**config.mk**
```make
export PLATFORM = sky130hd
export DESIGN_NAME = ffe_channel_driver
export DESIGN_NICKNAME = d
export VERILOG_FILES = /design/src/rtl/ffe_pkg.sv /design/src/rtl/ffe_ch_mac.sv /design/src/rtl/ffe_channel_driver.sv
export SDC_FILE = /design/constraint.sdc
export NUM_CORES = 1
export LEC_CHECK = 0
export ABC_AREA = 1
export CAP_MARGIN = 20
export CORE_ASPECT_RATIO = 2
export CORE_UTILIZATION = 30
export DETAILED_ROUTE_END_ITERATION = 8
export GPL_TIMING_DRIVEN = 1
export PLACE_DENSITY = 0.45
export SLEW_MARGIN = 20
export SYNTH_ARGS = -nofsm -noshare
export SYNTH_HDL_FRONTEND = slang
export SYNTH_SLANG_ARGS = --single-unit
```
**constraint.sdc**
```tcl
create_clock -name clk -period 7.2 [get_ports clk]
set_input_delay 1.08 -clock clk [delete_from_list [all_inputs] [get_ports clk]]
set_output_delay 1.08 -clock clk [all_outputs]
set_load 0.03 [all_outputs]
```
**src/rtl/ffe_pkg.sv**
```systemverilog
// Shared constants for the FFE test datapath: widths, channel taps, FSM states, saturation.
// Latency: n/a (package only).
// Backpressure: n/a (package only).
package ffe_pkg;

  localparam int DATA_WIDTH = 12;                // Q7.4 samples and taps
  localparam int FRAC_BITS  = 4;
  localparam int NUM_TAPS   = 3;
  localparam int ACC_WIDTH  = DATA_WIDTH + 2;    // room for three full-scale terms
  localparam int PROD_WIDTH = 2 * DATA_WIDTH;

  // ISI channel taps in Q7.4: 1.0, 0.5, 0.25
  localparam logic signed [DATA_WIDTH-1:0] H0 = DATA_WIDTH'(16);
  localparam logic signed [DATA_WIDTH-1:0] H1 = DATA_WIDTH'(8);
  localparam logic signed [DATA_WIDTH-1:0] H2 = DATA_WIDTH'(4);

  localparam logic signed [ACC_WIDTH-1:0] ACC_MAX = ACC_WIDTH'(2 ** (DATA_WIDTH - 1) - 1);
  localparam logic signed [ACC_WIDTH-1:0] ACC_MIN = ACC_WIDTH'(-(2 ** (DATA_WIDTH - 1)));

  typedef enum logic [2:0] {
    IDLE = 3'd0,
    MAC0 = 3'd1,
    MAC1 = 3'd2,
    MAC2 = 3'd3,
    EMIT = 3'd4
  } state_t;

  typedef logic [1:0] tap_sel_t;

  // Clamp the wide accumulator into the sample range; never wraps.
  function automatic logic signed [DATA_WIDTH-1:0] sat(input logic signed [ACC_WIDTH-1:0] a);
    if (a > ACC_MAX)      return ACC_MAX[DATA_WIDTH-1:0];
    else if (a < ACC_MIN) return ACC_MIN[DATA_WIDTH-1:0];
    else                  return a[DATA_WIDTH-1:0];
  endfunction

endpackage

```
**src/rtl/ffe_ch_mac.sv**
```systemverilog
// Channel FIR datapath: tap select, signed multiply, floor shift, accumulate, saturate.
// Latency: one term per enabled clock; acc_sat is combinational from the accumulator.
// Backpressure: none, sequenced entirely by the driver FSM (clr/en/sel).
//
// Ports:
//   clk, rst        clock, async active-high reset
//   clr             zero the accumulator (start of a new sample)
//   en, sel         add term x[sel]*h[sel] >>> FRAC_BITS this cycle
//   x0, x1, x2      channel delay line
//   acc_sat         accumulator clamped to DATA_WIDTH
module ffe_ch_mac
  import ffe_pkg::*;
(
  input  logic                         clk,
  input  logic                         rst,
  input  logic                         clr,
  input  logic                         en,
  input  tap_sel_t                     sel,
  input  logic signed [DATA_WIDTH-1:0] x0,
  input  logic signed [DATA_WIDTH-1:0] x1,
  input  logic signed [DATA_WIDTH-1:0] x2,
  output logic signed [DATA_WIDTH-1:0] acc_sat
);

  logic signed [DATA_WIDTH-1:0] x_sel;
  logic signed [DATA_WIDTH-1:0] h_sel;
  logic signed [PROD_WIDTH-1:0] prod;
  logic signed [PROD_WIDTH-1:0] prod_sh;
  logic signed [ACC_WIDTH-1:0]  term;
  logic signed [ACC_WIDTH-1:0]  acc;

  always_comb begin
    x_sel = x0;
    h_sel = H0;
    case (sel)
      2'd1: begin x_sel = x1; h_sel = H1; end
      2'd2: begin x_sel = x2; h_sel = H2; end
      default: ;
    endcase
    prod    = PROD_WIDTH'(x_sel) * PROD_WIDTH'(h_sel);
    // arithmetic shift floors toward -inf, e.g. (-1*8) >>> 4 = -1
    prod_sh = prod >>> FRAC_BITS;
    // |term| <= 2048, so truncating to ACC_WIDTH keeps the value exactly
    term    = ACC_WIDTH'(prod_sh);
  end

  always_ff @(posedge clk or posedge rst) begin
    if (rst)      acc <= '0;
    else if (clr) acc <= '0;
    else if (en)  acc <= acc + term;
  end

  assign acc_sat = sat(acc);

endmodule

```
**src/rtl/ffe_channel_driver.sv**
```systemverilog
// Symbol source -> 3-tap ISI channel -> one-clock load_signal strobe into the FFE.
// Latency: accept to load_signal rise 4 clks; one symbol per 5 clks.
// Backpressure: s_ready high only in IDLE (not on flush, not on the first clk after reset).
//
// Ports:
//   clk, rst        clock, async active-high reset
//   s_valid/s_data  upstream symbol (Q7.4), s_ready accepts it
//   flush           zero the delay line when IDLE (wins over s_valid)
//   load_signal     registered one-clk strobe; data_out holds until next strobe
//   busy            FSM not in IDLE
module ffe_channel_driver
  import ffe_pkg::*;
(
  input  logic                         clk,
  input  logic                         rst,
  input  logic                         s_valid,
  input  logic signed [DATA_WIDTH-1:0] s_data,
  output logic                         s_ready,
  input  logic                         flush,
  output logic                         load_signal,
  output logic signed [DATA_WIDTH-1:0] data_out,
  output logic                         busy
);

  state_t   state, state_nxt;
  logic     started;          // low for the first edge after reset release
  logic     accept;
  logic     zero_line;
  logic     mac_clr;
  logic     mac_en;
  tap_sel_t mac_sel;

  logic signed [DATA_WIDTH-1:0] x0, x1, x2;
  logic signed [DATA_WIDTH-1:0] acc_sat;

  always_ff @(posedge clk or posedge rst) begin
    if (rst) begin
      state   <= IDLE;
      started <= 1'b0;
    end else begin
      state   <= state_nxt;
      started <= 1'b1;
    end
  end

  always_comb begin
    state_nxt = state;
    s_ready   = 1'b0;
    accept    = 1'b0;
    zero_line = 1'b0;
    mac_clr   = 1'b0;
    mac_en    = 1'b0;
    mac_sel   = 2'd0;
    case (state)
      IDLE: begin
        if (flush) begin
          zero_line = 1'b1;
        end else if (started) begin
          s_ready = 1'b1;
          if (s_valid) begin
            accept    = 1'b1;
            mac_clr   = 1'b1;
            state_nxt = MAC0;
          end
        end
      end
      MAC0: begin mac_en = 1'b1; mac_sel = 2'd0; state_nxt = MAC1; end
      MAC1: begin mac_en = 1'b1; mac_sel = 2'd1; state_nxt = MAC2; end
      MAC2: begin mac_en = 1'b1; mac_sel = 2'd2; state_nxt = EMIT; end
      EMIT: state_nxt = IDLE;
      default: state_nxt = IDLE;
    endcase
  end

  always_ff @(posedge clk or posedge rst) begin
    if (rst) begin
      x0 <= '0;
      x1 <= '0;
      x2 <= '0;
    end else if (zero_line) begin
      x0 <= '0;
      x1 <= '0;
      x2 <= '0;
    end else if (accept) begin
      x2 <= x1;
      x1 <= x0;
      x0 <= s_data;
    end
  end

  ffe_ch_mac u_mac (
    .clk     (clk),
    .rst     (rst),
    .clr     (mac_clr),
    .en      (mac_en),
    .sel     (mac_sel),
    .x0      (x0),
    .x1      (x1),
    .x2      (x2),
    .acc_sat (acc_sat)
  );

  // Strobe is registered from the EMIT state so it is exactly one clock wide.
  always_ff @(posedge clk or posedge rst) begin
    if (rst) begin
      load_signal <= 1'b0;
      data_out    <= '0;
    end else begin
      load_signal <= (state == EMIT);
      if (state == EMIT) data_out <= acc_sat;
    end
  end

  assign busy = (state != IDLE);

endmodule
```
# Word level (Yosys, flattened, before mapping)
# Index checks and enable logic that the tools add are counted.
[totals]
regBits = 67
out_inout_bits = 15
elab_cells = 54
[op_classes]
add_sub_neg = 1
multipliers = 1
order_cmp = 2
eq_ne = 9
mux = 27
n_reduce_logical = 6
[op_table]
columns = ["cell", "count"]
rows = [
  ["two-way mux 12 bit", 8],
  ["two-way mux 14 bit", 2],
  ["case mux 12 bit (2 select lines)", 1],
  ["multiplier 12 x 6 -> 18 bit", 1],
  ["adder 14 bit", 1],
  ["greater-than comparator 14 x 12 -> 1 bit, second input constant", 1],
  ["less-than comparator 14 x 12 -> 1 bit, second input constant", 1],
  ["case mux 3 bit (4 select lines)", 1],
  ["two-way mux 1 bit", 10],
  ["case mux 5 bit (2 select lines)", 1],
  ["two-way mux 3 bit", 3],
  ["equality test 3 x 2 -> 1 bit, second input constant", 2],
  ["!= test 2 bit, second input constant", 3],
  ["case mux 2 bit (2 select lines)", 1],
  ["nonzero test 2 bit", 2],
  ["equality test 3 x 1 -> 1 bit, second input constant", 1],
  ["equality test 3 bit, second input constant", 1],
  ["zero test 3 bit", 1],
  ["AND reduction 3 bit", 1],
  ["nonzero test 3 bit", 1],
  ["OR reduction 3 bit", 1],
  ["equality test 2 x 1 -> 1 bit, second input constant", 1],
  ["equality test 2 bit, second input constant", 1],
]

# Logic depth before layout (Yosys ltp)
[depth]
depth_word = 8
depth_mapped = 32
depth_no_buf = 32

# By module
# A second synthesis with hierarchy kept.
[hier_totals]
cells_unflattened = 676
hier_area_um2 = 5137.4
[modules_own_cells]
columns = ["mod", "n_inst", "cells_per_inst", "area_each_um2", "seq_area_each_um2"]
rows = [
  ["ffe_ch_mac", 1, 444, 3024.2, 350.3],
  ["ffe_channel_driver", 1, 232, 2113.3, 1326.3],
]

# Worst setup path after synthesis
# Ideal clock, no wire load.
[synth_path]
path_kind = "register -> register"
startpoint = "register state[0]"
endpoint = "register u_mac.acc[13]"
setup_ns = 0.117
t_arrival_ns = 5.032
required_time_ns = 7.083
setup_slack_ns = 2.050
stages_incl_launch_ff = 31
synth_period_minus_slack_ns = 5.150
path_cell_list = "dfrtp_1 -> nor2_4 -> inv_1 -> nor2_1 -> inv_1 -> ha_1 -> clkbuf_1 -> buf_2 -> nor2_1 -> a21oi_1 -> nor2_1 -> ha_1 -> fa_1 -> ha_1 -> ha_1 -> inv_1 -> fa_1 -> o21ai_1 -> a21oi_1 -> nor2_1 -> nor2_1 -> xor2_1 -> ha_1 -> nand2_1 -> inv_1 -> a21oi_1 -> nand2_1 -> nor2_1 -> nand3_1 -> nand3_1 -> nand2_1"
[synth_via]
elab_chain_len = 8
[synth_rtl]
columns = ["item", "line_no", "source"]
rows = [
  ["start, declared", "ffe_channel_driver.sv:25", "state_t state, state_nxt;"],
  ["start signal, assigned", "ffe_channel_driver.sv:41", "state <= state_nxt;"],
  ["equality test 3 x 2 -> 1 bit", "ffe_channel_driver.sv:54", "case (state)"],
  ["case mux 2 bit (2 select lines)", "ffe_channel_driver.sv:54", ""],
  ["equality test 2 bit / equality test 2 x 1 -> 1 bit (equally long branches)", "ffe_ch_mac.sv:35", "case (sel)"],
  ["case mux 12 bit (2 select lines) / case mux 5 bit (2 select lines) (equally long branches)", "ffe_ch_mac.sv:35", ""],
  ["multiplier 12 x 6 -> 18 bit", "ffe_ch_mac.sv:40", "prod = PROD_WIDTH'(x_sel) * PROD_WIDTH'(h_sel);"],
  ["adder 14 bit", "ffe_ch_mac.sv:50", "else if (en) acc <= acc + term;"],
  ["two-way mux 14 bit", "ffe_ch_mac.sv:50", ""],
  ["two-way mux 14 bit", "ffe_ch_mac.sv:49", "else if (clr) acc <= '0;"],
  ["end signal, assigned", "ffe_ch_mac.sv:50", ""],
  ["end, declared", "ffe_ch_mac.sv:30", "logic signed [ACC_WIDTH-1:0] acc;"],
]
# Several ways; a longest one is shown, not always the timed one. The select of a mux whose other input is x is not followed.
# A chain may end at the register's enable or synchronous reset.

# Final worst setup path
# Ends and elaborated chain as after synthesis.

==> metrics.md <==
| Metric | Value |
|---|---|
| Crit-path max FO | `25` |
| Critical R2R Capture | `u_mac.acc[13]` |
| Final setup TNS | `0 ns` |
| Reg2Reg Launch Point | `state[0]` |
| Pre-antenna DRT Iters | `7` |
| Crit path capture type | `flip-flop` |
| Overall global routing resource usage | `~16%` |
| Setup slack after layout | `1.350 ns` |
| Clock Skews | `approximately 0.0073 ns` |
| Number of global-route vias before repair | `roughly 4.2k` |
| Post-synth top area cell | `dfrtp_1` |
| R2R cell count | `28` |
| #FFs+latches synth | `67` |
| Cell area after synthesis | `approximately 5000 µm²` |
| Wire per inst | `around 14 µm` |
| Buf+Inv Stages, Crit Path | `4` |
| Largest cells by area after synthesis | `dfrtp_1, ha_1, nand2_1` |
| Proportion of layout cells with a drive suffix above 1 | `just over 5%` |
| Share of the synthesized area in the top cell type | `34.32%` |
| H-tree levels | `3` |
| Max-slew headroom | `a little under a third` |
| Die width | `just over 90 µm` |
| I/O pin count | `31` |
| Most Frequent Cell on Critical Path | `nor2_1` |
| Remaining DRCs | `0` |
| Lkg Pwr | `between 2 and 3 nW` |
| Ant diodes | `0` |
| R2R Setup Slk | `1.35 ns` |
| Post-Syn Area per Cell | `between 7 and 8 µm²` |
| Fillers | `roughly 1.7k` |
| Met1 WL | `between 4000 and 5000 µm` |
| Max VDD drop | `204.1 µV` |
| Max-Cap Viols | `0` |
| Hold path startpoint | `data_out[7]` |
| Worst EP arrival | `between 6 and 7 ns` |
| Via count | `about 4.1k` |
| Top routing layer used | `met4` |
| CP delay by family, top | `adder cells` |
| Final Net Count | `735` |
| Total wire length | `12310 µm` |
| RSZ-0062 raised after global routing | `false` |
| Synth async-reset ratio | `100.0%` |
| Sequential cell area | `approximately 1700 µm²` |
| First-pass GRT wire length | `20310 µm` |
| Most used DFF post-synth | `dfrtp_1` |
| Clock Tree Root | `clkbuf_16` |
| Rows | `65` |
| Largest net degree at the start of global routing | `68` |
| TritonCTS buffer count | `9` |
| CTS Hold Bufs | `0` |
| Critical Path Max Stage Delay | `around 0.74 ns` |
| CTS tree | `built` |
| Synth Net Count | `slightly above 700` |
| Multi-input gate area | `about 2800 µm²` |
| Worst min-delay path category | `reg -> reg` |
| Setup violations, final | `0` |
| Clock sinks | `67` |
| Placement Setup Slack | `1.371 ns` |
| Initial antenna violation count | `0` |
| Count leader, synth | `nand2_1` |
| Outcome | `finished, final reports clean` |
| Slew @ Worst Pin | `just over 1 ns` |
| Synth Warn # | `0` |
| CTS-repair resized insts | `0` |
| Commonest cells in the synthesized netlist | `nand2_1, inv_1, nor2_1` |
| Worst hold path depth | `2` |
| Wire length on met3 | `around 220 µm` |
| IO buf count | `30` |
| Clock-pin slew on the worst setup and hold paths | `0.06 ns` |
| Setup crit start kind | `flip-flop` |
| Req. time, crit path | `between 7 and 8 ns` |
| Clock buffer depth | `2` |
| Core ar. | `roughly 16000 µm²` |
| Final period util | `between 80 and 90%` |
| Seq/Total Area, Yosys | `roughly 34%` |
| Pins over their slew limit | `0` |
| Slowest CP cell | `ha_1` |
| Clk_lat worst skew | `approximately 0.34 ns` |
| Gpl congestion | `about 0.91` |
| Fmax | `between 150 and 200 MHz` |
| Vias per Instance | `roughly 4.8` |
| Setup bufs post-CTS | `0` |
| Area grow syn2layout | `16.21%` |
| Initial DRC count | `140` |
| Syn Inst Count | `624` |
| Met2 WL | `around 7200 µm` |
| Routed Antenna Nets | `0` |
| Initial Util | `30.80%` |
| WS Path Type | `reg -> reg` |
| GRT Residual Overflow | `0` |
| Die area | `between 15000 and 20000 µm²` |
| Final Hold Viols | `0` |
| Post-synth cell types | `32` |
| Power per cell area | `roughly 400 nW/µm²` |
| DP HPWL | `about 10000 µm` |
| Number of synthesized flops with an enable pin | `0` |
| Hold worst-path end | `data_out[7]` |
| Die H | `~180 µm` |
| Crit path time final | `between 5 and 6 ns` |
report_power, final:
part | switching [mW] | internal, mW | total, mW
logic | 0.816 | 0.429 | 1.24
clock network | 0.176 | 0.277 | 0.453
registers | 0.0757 | 0.497 | 0.572
cells by family after synthesis:
group | after synthesis | synth area share, %
other | 1 | 0.07677
AND/OR/NAND/NOR | 239 | 20.67
adder cells (fa/ha/maj) | 69 | 19.67
buffers and inverters | 115 | 9.144
XOR/XNOR | 12 | 2.152
flip-flops | 67 | 34.32
AO/OA/AOI/OAI | 121 | 13.96
area by class of cell:
cell class	instances	area share, %
multi-input cells	442	48.64
clock buffers	10	4.210
flip-flops and latches	67	29.53
repair buffers	32	5.554
well taps	201	4.430
inverters	98	6.524
clock inverters	5	1.102
worst max path at each step:
stage	from	endpoint	slack, ns	cells past startpoint
2_1_floorplan	state[0]	u_mac.acc[13]	2.05	30
3_3_place_gp	state[0]	u_mac.acc[13]	1.50	24
3_5_place_dp	state[0]	u_mac.acc[12]	1.37	25
4_1_cts	state[0]	u_mac.acc[12]	1.34	25
5_1_grt	state[0]	u_mac.acc[12]	0.74	26
6_report	state[0]	u_mac.acc[13]	1.35	28
tightest hold or removal path: cells and delay by family, from the launching register on:
kind             cells  cell delay, ns
AO/OA/AOI/OAI        1            0.06
AND/OR/NAND/NOR      1            0.05
flip-flops           1            0.34
layer usage:
| layer | global-route usage (%) | up-vias |
|---|---|---|
| met5 | 0 | - |
| met4 | 9.063 | 0 |
| li1 | - | 2088 |
| met1 | 15.15 | 1944 |
| met2 | 31.04 | 53 |
| met3 | 2.333 | 21 |
flip-flops by register name, summed over array words and instances, names as in the netlist:
register / count
data_out: 12
x2: 12
started: 1
x0: 12
state: 3
x1: 12
u_mac.acc: 14
load_signal: 1
metrics by stage:
step	utilization [%]	area, µm²	instances	total power [mW]	hold WS, ns
2_1_floorplan	-	4885	624	1.480	0.4749
4_1_cts	35.79	5677	855	2.309	0.4989
3_5_place_dp	33.89	5375	840	1.840	0.4813
3_3_place_gp	33.89	5375	840	1.825	0.4735
5_1_grt	35.79	5677	855	2.473	0.5257
6_report	35.79	5677	855	2.270	0.4909
placed cells by master, fill, tap and decap left out, types with 2 or more instances in the layout:
cell type and n:
nand2_1 124, inv_1 94, nor2_1 73, dfrtp_1 67, ha_1 56, o21ai_0 40, o22ai_1 36, clkdlybuf4s50_1 30
a21oi_1 29, nand3_1 24, fa_1 13, clkbuf_16 9, xor2_1 6, xnor2_1 6, o21ai_1 5, nor3_1 5
a21o_1 4, or2_2 3, nand4_1 3, inv_2 3, a21oi_2 3, a31oi_1 2, nor2_4 2, nor2_8 2
clkinvlp_4 2, buf_4 2
No activity file was read; power rests on OpenSTA's default activity.
==> patch: new RTL, same flow settings <==
Encoding of `state_t`: now one-hot (5 bits for 5 states).
--- a/src/rtl/ffe_pkg.sv
+++ b/src/rtl/ffe_pkg.sv
@@ -18,10 +18,10 @@
   localparam logic signed [ACC_WIDTH-1:0] ACC_MIN = ACC_WIDTH'(-(2 ** (DATA_WIDTH - 1)));
 
-  typedef enum logic [2:0] {
-    IDLE = 3'd0,
-    MAC0 = 3'd1,
-    MAC1 = 3'd2,
-    MAC2 = 3'd3,
-    EMIT = 3'd4
+  typedef enum logic [4:0] {
+    IDLE = 5'b00001,
+    MAC0 = 5'b00010,
+    MAC1 = 5'b00100,
+    MAC2 = 5'b01000,
+    EMIT = 5'b10000
   } state_t;
 
Function: no difference found for any inputs over 10 cycles, from zero or initial values and one cycle with rst high; not proved beyond that.
==> patch against the unedited design <==
Worst setup slack got worse by 0.17 ns; synthesized area rose by 2.1%; worst hold slack got worse by 0.013 ns; final area rose by 1.3%; sequential cell count rose by 2; routed wire length rose by 1.1%; via count rose by 0.46%; clock skew fell by 0.0016 ns; final cell count rose by 2.6%; critical path type unchanged; largest cell class unchanged; highest routed layer unchanged.
Power is not compared: it rests on default switching activity, and its combinational part moved more than twofold at a synthesized area within 25%.
==> patch: results (changes against the unedited design) <==
outcome - completed (unchanged)
setup bufs post-CTS - 0 (unchanged)
Slowest cell on crit path - inv_1 (was ha_1)
Setup WS pre-CTS - 1.201 ns (was 1.371 ns)
Synth Net Count - 726 (was 709)
H-tree depth - 3 (unchanged)
Post-layout nets - 753 (was 735)
Total GRT Usage - 0.1597 (was 0.1583)
WL/cell - 14.19 um (was 14.40 um)
Initial DRC Count - 152 (was 140)
post-synthesis cell count - 641 (was 624)
Worst Path Arrival - 6.25 ns (was 6.08 ns)
total combinational power - 110 uW
Synth warnings - 0 (unchanged)
Via density - 4.704 (was 4.802)
Max stage delay on crit path - 0.50 ns (was 0.74 ns)
Synth area leaders - dfrtp_1, ha_1, nand2_1, inv_1, fa_1 (was dfrtp_1, ha_1, nand2_1, inv_1, nor2_1)
Cell Area, Placed - 5475 sq um (was 5375 sq um)
Non-Filler Instances - 877 (was 855)
layout cells sized above 1 - 0.04606 (was 0.05046)
largest net degree at the start of global routing - 70 (was 68)
port bufs - 30 (unchanged)
Detail Placement HPWL - 9.788 mm (was 9.758 mm)
slew at the pin closest to its max-slew limit - 0.9163 ns (was 1.028 ns)
placed cell count - 861 (was 840)
Initial DRT Pass Iterations - 4 (was 7)
worst vdd ir - 0.00007810 V
Reg with most FFs - u_mac.acc (unchanged)
synth cell count leaders - nand2_1, inv_1, dfrtp_1 (was nand2_1, inv_1, nor2_1)
synth unique cells - 39 (was 32)
Min-Delay Path Class - reg -> reg (unchanged)
vias in the first global route - 4334 (was 4245)
total chip power - 935.8 uW
register area share after synthesis - 0.3464 (was 0.3432)
first-pass GRT wire length - 20.87 mm (was 20.31 mm)
GPL Wtd Cong - 0.8296 (was 0.9078)
ys flop type - dfrtp_1 (unchanged)
Leak - 0.002926 uW
critical path peak fanout - 23 (was 25)
clock skew - 0.005620 ns (was 0.007258 ns)
-- patch: cell types whose count changed after synthesis, moves of 6 or more --
cell     change
o21ai_1      +6
nand2_1     +26
inv_1       +10
nor2_1      -13
buf_2        -9
nand3_1      -8
-- patch: path summary, 6_finish.rpt --
| check | slack, ns | cells after the start | startpoint | endpoint |
|---|---|---|---|---|
| worst max-delay path | 1.18 | 26 | state[4] | u_mac.acc[12] |
| worst min-delay path | 0.48 | 2 | data_out[10] | data_out[10] |
| worst max register to register | 1.18 | 26 | state[4] | u_mac.acc[12] |
| worst min register to register | 0.48 | 2 | data_out[10] | data_out[10] |
| max in group asynchronous | 5.26 | 3 | rst | u_mac.acc[10] |
| min in group asynchronous | 1.31 | 3 | rst | started |
-- patch: final cells by class --
class / instances / area, sq um
Sequential cell: 69 / 1728
Multi-Input combinational cell: 447 / 2768
Tap cell: 204 / 255.2
Inverter: 109 / 409.1
Fill cell: 1764 / 10520
Clock inverter: 5 / 35.03
Clock buffer: 11 / 242.7
Timing Repair Buffer: 32 / 315.3
-- patch: logic make-up (layout without fill, tap and decap cells) --
logic type,Yosys count,after routing,synth area share
simple gates,245,245,0.2029
buf+inv,125,157,0.09882
compound gates,119,119,0.1357
fa+ha+maj,69,69,0.1926
flops,69,69,0.3464
xor+xnor,13,13,0.02282
other cells,1,1,0.0007517
-- patch: routing by layer --
layer / up-vias / global-route usage / share of wire
met5: - / 0 / 0
met4: 0 / 0.1028 / 0.051
met2: 46 / 0.2976 / 0.55
li1: 2122 / - / -
met1: 1933 / 0.1605 / 0.38
met3: 24 / 0.02434 / 0.018
